$ cat src/rtl/add_tree_accum.sv
// Per-lane adder tree over one beat of products, followed by a bias-seeded accumulator that emits one
// narrowed result every ACC_GROUPS beats. Define ACCUM_SATURATE_EN to clamp results instead of wrapping.
module add_tree_accum #(
   parameter int Kh         = 3,
   parameter int Kw         = 3,
   parameter int Pin        = 2,
   parameter int Pout       = 1,
   parameter int BIT_WIDTH  = 8,
   parameter int ACC_GROUPS = 4
) (
   input  logic                                  clk,
   input  logic                                  rst_n,
   input  logic                                  mult_array_valid,
   input  logic [Pout*Pin*Kh*Kw*BIT_WIDTH-1:0]   mult_array_data,
   input  logic [Pout*BIT_WIDTH-1:0]             bias_in,
   input  logic                                  accum_clear,
   output logic                                  accum_valid,
   output logic [Pout*BIT_WIDTH-1:0]             accum_data
);

   localparam int N         = Pin * Kh * Kw;
   localparam int ACC_WIDTH = 2 * BIT_WIDTH + $clog2(N * ACC_GROUPS) + 1;
   localparam int CNT_W     = (ACC_GROUPS > 1) ? $clog2(ACC_GROUPS) : 1;
   localparam logic [CNT_W-1:0] LAST = CNT_W'(ACC_GROUPS - 1);
`ifdef ACCUM_SATURATE_EN
   localparam logic signed [ACC_WIDTH-1:0] SAT_MAX = ACC_WIDTH'((1 << (BIT_WIDTH - 1)) - 1);
   localparam logic signed [ACC_WIDTH-1:0] SAT_MIN = ~SAT_MAX;
`endif

   logic signed [ACC_WIDTH-1:0] psum_q [Pout];
   logic signed [ACC_WIDTH-1:0] psum_d [Pout];
   logic signed [ACC_WIDTH-1:0] acc_q  [Pout];
   logic signed [ACC_WIDTH-1:0] acc_d  [Pout];
   logic                        psum_valid_q;
   logic [CNT_W-1:0]            cnt_q;
   logic [CNT_W-1:0]            cnt_d;
   logic                        accum_valid_q;
   logic [Pout*BIT_WIDTH-1:0]   accum_data_q;
   logic [Pout*BIT_WIDTH-1:0]   result_d;
   logic [BIT_WIDTH-1:0]        prod;
   logic [BIT_WIDTH-1:0]        bias_lane;

   // acc_d is the running sum including the current psum; on the last group it is the final sum.
   always_comb begin
      prod      = '0;
      bias_lane = '0;
      result_d  = '0;
      cnt_d     = (cnt_q == LAST) ? '0 : cnt_q + CNT_W'(1);
      for (int i = 0; i < Pout; i++) begin
         psum_d[i] = '0;
         for (int n = 0; n < N; n++) begin
            prod      = mult_array_data[(i*N+n)*BIT_WIDTH +: BIT_WIDTH];
            psum_d[i] = psum_d[i] + {{(ACC_WIDTH-BIT_WIDTH){prod[BIT_WIDTH-1]}}, prod};
         end
         bias_lane = bias_in[i*BIT_WIDTH +: BIT_WIDTH];
         acc_d[i]  = ((cnt_q == '0) ? {{(ACC_WIDTH-BIT_WIDTH){bias_lane[BIT_WIDTH-1]}}, bias_lane}
                                    : acc_q[i]) + psum_q[i];
`ifdef ACCUM_SATURATE_EN
         if (acc_d[i] > SAT_MAX)
            result_d[i*BIT_WIDTH +: BIT_WIDTH] = SAT_MAX[BIT_WIDTH-1:0];
         else if (acc_d[i] < SAT_MIN)
            result_d[i*BIT_WIDTH +: BIT_WIDTH] = SAT_MIN[BIT_WIDTH-1:0];
         else
            result_d[i*BIT_WIDTH +: BIT_WIDTH] = acc_d[i][BIT_WIDTH-1:0];
`else
         result_d[i*BIT_WIDTH +: BIT_WIDTH] = acc_d[i][BIT_WIDTH-1:0];
`endif
      end
   end

   always_ff @(posedge clk or negedge rst_n) begin
      if (!rst_n) begin
         psum_valid_q  <= 1'b0;
         cnt_q         <= '0;
         accum_valid_q <= 1'b0;
         accum_data_q  <= '0;
         for (int i = 0; i < Pout; i++) begin
            psum_q[i] <= '0;
            acc_q[i]  <= '0;
         end
      end else begin
         accum_valid_q <= 1'b0;
         if (accum_clear) begin
            // Clear wins over an arriving beat and over a psum already in flight.
            psum_valid_q <= 1'b0;
            cnt_q        <= '0;
            for (int i = 0; i < Pout; i++) acc_q[i] <= '0;
         end else begin
            psum_valid_q <= mult_array_valid;
            if (mult_array_valid) psum_q <= psum_d;
            if (psum_valid_q) begin
               cnt_q <= cnt_d;
               acc_q <= acc_d;
               if (cnt_q == LAST) begin
                  accum_data_q  <= result_d;
                  accum_valid_q <= 1'b1;
               end
            end
         end
      end
   end

   assign accum_valid = accum_valid_q;
   assign accum_data  = accum_data_q;

endmodule

$ cat config.mk
export PLATFORM = sky130hd
export DESIGN_NAME = add_tree_accum
export DESIGN_NICKNAME = d
export VERILOG_FILES = /design/src/rtl/add_tree_accum.sv
export SDC_FILE = /design/constraint.sdc
export NUM_CORES = 1
export LEC_CHECK = 0
export CAP_MARGIN = 20
export CORE_MARGIN = 3
export CORE_UTILIZATION = 27
export DETAILED_ROUTE_END_ITERATION = 7
export PLACE_DENSITY = 0.64
export SYNTH_ARGS = -nofsm -noshare
export SYNTH_HDL_FRONTEND = slang
export SYNTH_SLANG_ARGS = --single-unit
export TNS_END_PERCENT = 30
$ cat constraint.sdc
create_clock -name clk -period 8 [get_ports clk]
set_clock_uncertainty 0.05 [all_clocks]
set_input_delay 0.8 -clock clk [delete_from_list [all_inputs] [get_ports clk]]
set_output_delay 0.8 -clock clk [all_outputs]
set_load 0.01 [all_outputs]
# Yosys cells after proc, flatten, opt, wreduce, memory -nomap -nowiden

Cells that the tools add are included.

Flip-flop bits (word level): 60
Logic and storage cells: 41
Output and inout port bits: 9

$add $sub $neg: 19
Mux-type cells: 10
Reductions and logical operators: 4
Bitwise logic cells: 1
Equal/unequal tests: 1

Operator list:

| operator            | count |
|---|---|
| $mux 24             | 3 |
| $add 24x24->24      | 2 |
| $add 23x8->24       | 1 |
| $add 22x8->23       | 1 |
| $add 21x8->22       | 1 |
| $add 20x8->21       | 1 |
| $add 19x8->20       | 1 |
| $add 18x8->19       | 1 |
| $add 17x8->18       | 1 |
| $add 16x8->17       | 1 |
| $add 15x8->16       | 1 |
| $add 14x8->15       | 1 |
| $add 13x8->14       | 1 |
| $add 12x8->13       | 1 |
| $add 11x8->12       | 1 |
| $add 10x8->11       | 1 |
| $add 9x8->10        | 1 |
| $add 8x8->9         | 1 |
| $mux 2              | 3 |
| $mux 1              | 4 |
| $reduce_and 3->1    | 1 |
| $add 2x1->2 const B | 1 |
| $eq 2x2->1 const B  | 1 |
| $logic_not 2->1     | 1 |
| 3 further kinds     | 3 |

# Longest topological paths before layout

Gate-level depths: netlist of the first run.

Word-level depth: 17
Mapped depth: 20
Gate-level depth less buffers: 20

# Worst setup path after synthesis of the first run

Ideal clock, no wire load.

Path type: input -> register
Start: input port mult_array_data[3]
End: register psum_q[7] (netlist bit)
Data required time: 7.820 ns
Stages on the path: 18
Slack: 2.529 ns
Library setup time: 0.130 ns
Buffers on the path: 0
Data arrival time: 5.292 ns
Path through: inv_1 fa_1 inv_1 fa_1 fa_1 fa_1 fa_1 inv_1 fa_1 inv_1 ha_1 a21o_1 a21oi_1 o21bai_1 a21oi_1 xnor2_1 xnor2_1 o21ai_1

Word-level cells in the longest chain between the ends: 17

Ends and longest elaborated chain:

| what                   | line | RTL |
|---|---|---|
| start: declaration     | 14   | `input logic [Pout*Pin*Kh*Kw*BIT_WIDTH-1:0] mult_array_data,` |
| $add 8x8->9            | 53   | `psum_d[i] = psum_d[i] + {{(ACC_WIDTH-BIT_WIDTH){prod[BIT_WIDTH-1]}}, prod};` |
| $add 9x8->10           | 53   |  |
| $add 10x8->11          | 53   |  |
| $add 11x8->12          | 53   |  |
| $add 12x8->13          | 53   |  |
| $add 13x8->14          | 53   |  |
| $add 14x8->15          | 53   |  |
| $add 15x8->16          | 53   |  |
| $add 16x8->17          | 53   |  |
| $add 17x8->18          | 53   |  |
| $add 18x8->19          | 53   |  |
| $add 19x8->20          | 53   |  |
| $add 20x8->21          | 53   |  |
| $add 21x8->22          | 53   |  |
| $add 22x8->23          | 53   |  |
| $add 23x8->24          | 53   |  |
| $add 24x24->24         | 53   |  |
| end signal: assignment | 90   | `if (mult_array_valid) psum_q <= psum_d;` |
| end: declaration       | 30   | `logic signed [ACC_WIDTH-1:0] psum_q [Pout];` |

No other way between the ends.
A chain may end at the register's enable or synchronous reset.

# Final worst setup path of the first run

Ends and elaborated chain as after synthesis.

==> results of run 1 <==
metrics by stage:
| stage | worst slack [ns] | power (mW) | cell area, um^2 | util | hold slack [ns] |
|---|---|---|---|---|---|
| 5_1_grt | 1.79 | 2.98 | 6460 | 0.402 | 0.453 |
| 2_1_floorplan | 2.53 | 1.95 | 4480 | - | 0.406 |
| 3_5_place_dp | 1.78 | 2.46 | 6370 | 0.397 | 0.417 |
| 3_3_place_gp | 1.85 | 2.44 | 6370 | 0.397 | 0.415 |
| 6_report | 2.11 | 2.49 | 6460 | 0.402 | 0.431 |
| 4_1_cts | 2.05 | 2.59 | 6460 | 0.402 | 0.436 |
power breakdown:
| part | leakage (nW) | switching, mW | internal, mW | total [mW] |
|---|---|---|---|---|
| clock network | 0.0442 | 0.0455 | 0.0765 | 0.122 |
| registers | 0.369 | 0.0253 | 0.185 | 0.210 |
| logic | 2.60 | 1.09 | 1.07 | 2.16 |
| total | 3.01 | 1.16 | 1.33 | 2.49 |
sequential cells by signal (all words and copies together) (netlist names):
register,count
psum_valid_q,1
cnt_q,2
accum_data,8
psum_q,8
acc_q,8
accum_valid,1
cells in the final DEF (no fill, tap or decap), types with 4 or more instances in the layout:
master             n
a21oi_1            7
clkdlybuf4s50_1  164
dfrtp_1           28
fa_1             100
ha_1              22
inv_1            134
mux2_2            13
mux2i_1            8
nand2_1           19
nand3_1            4
nor2_1            13
o21ai_0            7
xnor2_1           35
xor2_1             5
final cells by class:
| cell class | instances | area (um^2) | share of cell area |
|---|---|---|---|
| Multi-Input combinational cell | 258 | 3250 | 0.502 |
| Timing Repair Buffer | 165 | 1650 | 0.255 |
| Sequential cell | 28 | 701 | 0.108 |
| Inverter | 135 | 507 | 0.0784 |
| Tap cell | 216 | 270 | 0.0418 |
| Clock buffer | 4 | 88.8 | 0.0137 |
worst max-delay path by stage:
stage | end | slack, ns | depth (start not counted)
floorplan | psum_q[7] | 2.53 | 18
global placement | psum_q[7] | 1.85 | 19
detailed placement | psum_q[7] | 1.78 | 19
CTS | psum_q[7] | 2.05 | 19
global route | psum_q[7] | 1.79 | 19
finish | psum_q[7] | 2.11 | 19
routing by layer:
metal  track usage  up-vias
met4        0.0170        0
met2         0.223      113
met5             0        -
met3        0.0127        6
met1         0.142     1510
li1              -     1558
worst min-delay path, delay by kind of cell (launching register included):
family        cells  cell delay (ns)
simple gates      2             0.11
flops             1             0.35
kinds of logic (layout without fill, tap and decap cells):
logic type,Yosys count,count (layout),share of synthesized area
xor+xnor,41,41,0.0819
fa+ha+maj,122,122,0.509
buf+inv,139,304,0.118
mux,21,21,0.0506
flops,28,28,0.157
simple gates,49,49,0.0498
compound gates,25,25,0.0341
==> impl_metrics.csv, run 1 <==
group,metric,value,unit
run_status,status,"completed",
finish,syn2layout_area_growth,44.4,%
timing,fin_tns_setup,0,ns
finish,drive_gt1_frac,0.0356,
timing,clock.fmax,170,MHz
hold_path,hold_path_class,"reg -> reg",
synthesis,synth_common_cells,"134 x inv_1, 100 x fa_1, 35 x xnor2_1, 28 x dfrtp_1, 22 x ha_1",
setup_path,r2r_slack,4.96,ns
setup_path,rr_startpoint,"cnt_q[0]",
setup_path,cp.required,8.09,ns
setup_path,slowest_delay,0.58,ns
drt,drtAntennaViolNets,0,
setup_path,crit_type,"in -> reg",
clock_network,root_buffer,"clkbuf_16",
grt,grt_max_degree,29,
synthesis,seq_area_frac_synth,0.157,
place,dp_hpwl,9170,um
synthesis,syn_area,4480,um^2
setup_path,cp_top_family,"adder cells",
hold_path,min_to,"accum_data[5]",
drt,vias,3187,
grt,antenna_found_initial,0,
drt,wl_met1,3900,um
drt,drt_first_iter_violations,47,
synthesis,synth_top_area_share,0.447,
drt,top_layer_used,"met4",
setup_path,critical_path_arrival,5.98,ns
drt,wl_per_cell,12.1,um
timing,relSlewSlack,0.552,
power,irDropWorstVdd,0.393,mV
clock_network,cts_setup_buffers,0,
power,power-per-cell-area,385,nW/um^2
clock_network,cts_hold_buf,0,
drt,drcViolationCount,0,
synthesis,synthCells,425,
synthesis,ys_ff_latch,28,
timing,final-hold-violation-count,0,
floorplan,num_rows,46,
clock_network,cts_max_level,1,
grt,grt_overflow,0,
place,port_buffers,164,
setup_path,crit_slowest_cell,"fa_1",
setup_path,path_cells,"clkdlybuf4s50_1 > inv_1 > fa_1 > inv_1 > fa_1 > fa_1 > fa_1 > fa_1 > inv_1 > fa_1 > inv_1 > ha_1 > a21o_1 > a21oi_1 > o21bai_1 > a21oi_1 > xnor2_1 > xnor2_1 > o21ai_1",
setup_path,critPathBufInv,5,
drt,routed_wl,9750,um
setup_path,startpoint_type,"input port",
timing,finalSetupViolations,0,
setup_path,cp-end-kind,"flop",
drt,wl_met3,526,um
finish,layoutNonFillerInstCount,806,
setup_path,crit_fanout,2,
floorplan,initial_utilization,0.279,
timing,fin_crit_sh,0.736,
clock_network,clk_pin_slew,0.07,ns
timing,tightestPinTransition,0.672,ns
grt,grt_use_total,0.116,
synthesis,yosys_warnings,0,
setup_path,crit_path_frequent_cell,"fa_1",
clock_network,worstSkewPairLatency,0.26,ns
setup_path,r2r_cells,13,
floorplan,io_pins,165,
clock_network,cts_tree,"yes",
setup_path,reg2reg_to,"acc_q[6]",
clock_network,cts.sinks,28,
synthesis,yosys.area.top_type,"fa_1",
drt,first_pass_iters,4,
synthesis,avgSynthCellArea,10.5,um^2
synthesis,synth_ff_type,"dfrtp_1",
floorplan,die-area,18200,um^2
synthesis,syn_nets,703,
synthesis,ys_top_cells_by_area,"fa_1 45%, dfrtp_1 16%, inv_1 11%",
hold_path,worstHoldPathCells,2,
synthesis,synth_edf_count,0,
floorplan,die_y,135,um
floorplan,die_w,135,um
clock_network,post_cts_resized,0,
finish,diodes,0,
finish,nets,869,
drt,vias_per_cell,3.95,
grt,grt_pass1_wl,17400,um
timing,rsz0062_at_grt,"no",
timing,min_period,5.89,ns
clock_network,numCtsBuffers,3,
drt,wl_met2,5260,um
synthesis,async_flop_share,1.00,
place,gp_congestion,0.789,
synthesis,synth.most_common_cell,"inv_1",
finish,n_fill_cell,1567,
grt,grt_pass1_vias,3861,
floorplan,core_area,16100,um^2
power,power_leakage,3.01,nW
timing,slew_viol_final,0,
clock_network,clockBufferDepth,2,
setup_path,crit_start,"mult_array_data[3]",
place,dp_cells,802,
hold_path,min_from,"accum_data[5]",
run,cap_violations,0,
synthesis,synthDistinctLibCells,35,
No activity file was read; power rests on OpenSTA's default activity.
==> run 2: changes to the inputs <==
Settings changed: PLACE_DENSITY 0.64 to 0.66.
Clock period 8 ns to 5.3 ns, I/O delays scaled along.
==> run 2 against run 1 <==
  * Largest power group unchanged
  * Clock power is 52% higher
  * Cell count increased by 0.87%
  * Highest routed layer unchanged
  * Register-to-register slack worse by 2.8 ns
  * Global-route usage is 0.050 points higher
  * Non-clock buffer count rose by 7
  * Worst hold slack lost 0.0060 ns
  * Combinational power increased by 94%
  * Critical endpoint is now psum_q[6]
  * Sequential share of layout area decreased by 0.26 points
==> impl_metrics.csv, run 2 (synthesized netlist as in run 1, its figures left out) <==
group,metric,value,unit
drt,routed_wl,10100,um
timing,tightestPinTransition,0.621,ns
floorplan,core_area,16100,um^2
drt,drcViolationCount,0,
timing,rsz0062_at_grt,"no",
finish,layout.cells.most_common,"clkdlybuf4s50_1",
setup_path,crit_type,"in -> reg",
setup_path,critical_path_arrival,5.16,ns
grt,antenna_found_initial,0,
setup_path,cp-end-kind,"flop",
clock_network,cts.sinks,28,
place,post_dp_cell_area,6420,um^2
grt,grt_pass1_wl,17500,um
clock_network,cts_max_level,1,
setup_path,startpoint_type,"input port",
floorplan,die_y,135,um
place,gp_congestion,0.760,
floorplan,die-area,18200,um^2
timing,fin_crit_sh,0.958,
timing,fin_tns_setup,0,ns
clock_network,clk_pin_slew,0.07,ns
power,power-per-cell-area,708,nW/um^2
drt,vias,3276,
floorplan,initial_utilization,0.279,
grt,grt_overflow,0,
timing,relSlewSlack,0.586,
timing,finalSetupViolations,0,
floorplan,num_rows,46,
clock_network,cts_hold_buf,0,
floorplan,io_pins,165,
clock_network,worstSkewPairLatency,0.26,ns
drt,drt_first_iter_violations,76,
clock_network,clockBufferDepth,2,
finish,layout_common_cells,"140 x clkdlybuf4s50_1, 118 x inv_1, 93 x fa_1, 33 x xnor2_1, 28 x dfrtp_1",
floorplan,die_w,135,um
timing,final-hold-violation-count,0,
timing,slew_viol_final,0,
timing,clock.fmax,197,MHz
drt,drtAntennaViolNets,0,
finish,syn2layout_area_growth,48.0,%
drt,wl_per_cell,12.4,um
finish,n_fill_cell,1524,
power,power_leakage,3.20,nW
place,port_buffers,164,
power,irDropWorstVdd,0.705,mV
clock_network,numCtsBuffers,3,
grt,grt_use_total,0.116,
grt,grt_pass1_vias,4078,
grt,grt_max_degree,29,
finish,stdcell_area,6620,um^2
finish,multi_input_area,3320,um^2
clock_network,cts_tree,"yes",
hold_path,hold_path_class,"reg -> reg",
finish,diodes,0,
finish,ff_latch_area,701,um^2
drt,vias_per_cell,4.03,
finish,nets,876,
place,dp_hpwl,9470,um
timing,min_period,5.08,ns
finish,fin_util,0.412,
run_status,status,"completed",
setup_path,crit_fanout,2,
clock_network,root_buffer,"clkbuf_16",
finish,drive_gt1_frac,0.0972,
setup_path,cp.required,5.39,ns
run,cap_violations,0,
drt,first_pass_iters,4,
-- run 2: cell types whose count changed in the layout (fill, tap and decap cells not counted), sizes merged --
cell,before,now
dlymetal6s2s,0,17
buf,1,8
clkdlybuf4s50,164,140
dlygate4sd2,0,7
-- run 2: power breakdown --
part | switching, mW | internal [mW]
sequential | 0.0378 | 0.279
clock | 0.0694 | 0.116
combinational | 1.92 | 2.26
-- run 2: metrics by stage --
stage,hold slack (ns),instances,power (mW),setup WS (ns)
CTS,0.433,813,4.59,0.00556
finish,0.425,813,4.69,0.223
floorplan,0.184,425,2.95,0.0986
global placement,0.412,809,4.12,-0.522
global route,0.464,813,5.44,0.00463
detailed placement,0.416,809,4.20,-0.603
-- run 2: final cells by class --
cell class	count	share of cell area
multi-input cells	258	0.501
flip-flops and latches	28	0.106
inverters	135	0.0765
clock buffers	4	0.0134
well taps	216	0.0408
repair buffers	172	0.262
-- run 2: per-layer routing --
layer  up-vias  wire (um)  GRT usage
met2       120       5700      0.237
met4         0        120     0.0226
li1       1569          -          -
met5         -          0          0
met1      1577       3650      0.127
met3        10        595     0.0156
-- run 2: final timing paths --
path	start	to	slack (ns)	cells past startpoint
setup / recovery	mult_array_data[51]	psum_q[6]	0.22	16
hold / removal	accum_data[0]	accum_data[0]	0.43	2
setup reg to reg	cnt_q[0]	acc_q[6]	2.20	13
hold reg to reg	accum_data[0]	accum_data[0]	0.43	2
max in group asynchronous	rst_n	psum_q[0]	4.34	2
min in group asynchronous	rst_n	acc_q[2]	0.59	2
-- run 2: timing repair --
action,CTS,global route
gates cloned,0,0
gates resized for setup,15,40
setup buffers,0,0
setup endpoints to repair,3,2
pin swaps,22,38
-- run 2: critical path, cell delays in order --
cell	delay (ns)
clkdlybuf4s50_1	0.43
fa_1	0.57
fa_1	0.47
fa_1	0.52
fa_1	0.42
fa_1	0.51
inv_2	0.04
fa_1	0.51
inv_2	0.05
buf_4	0.13
fa_1	0.43
a21oi_1	0.15
nor2_1	0.05
nor2_1	0.11
xor2_1	0.16
o21ai_0	0.08
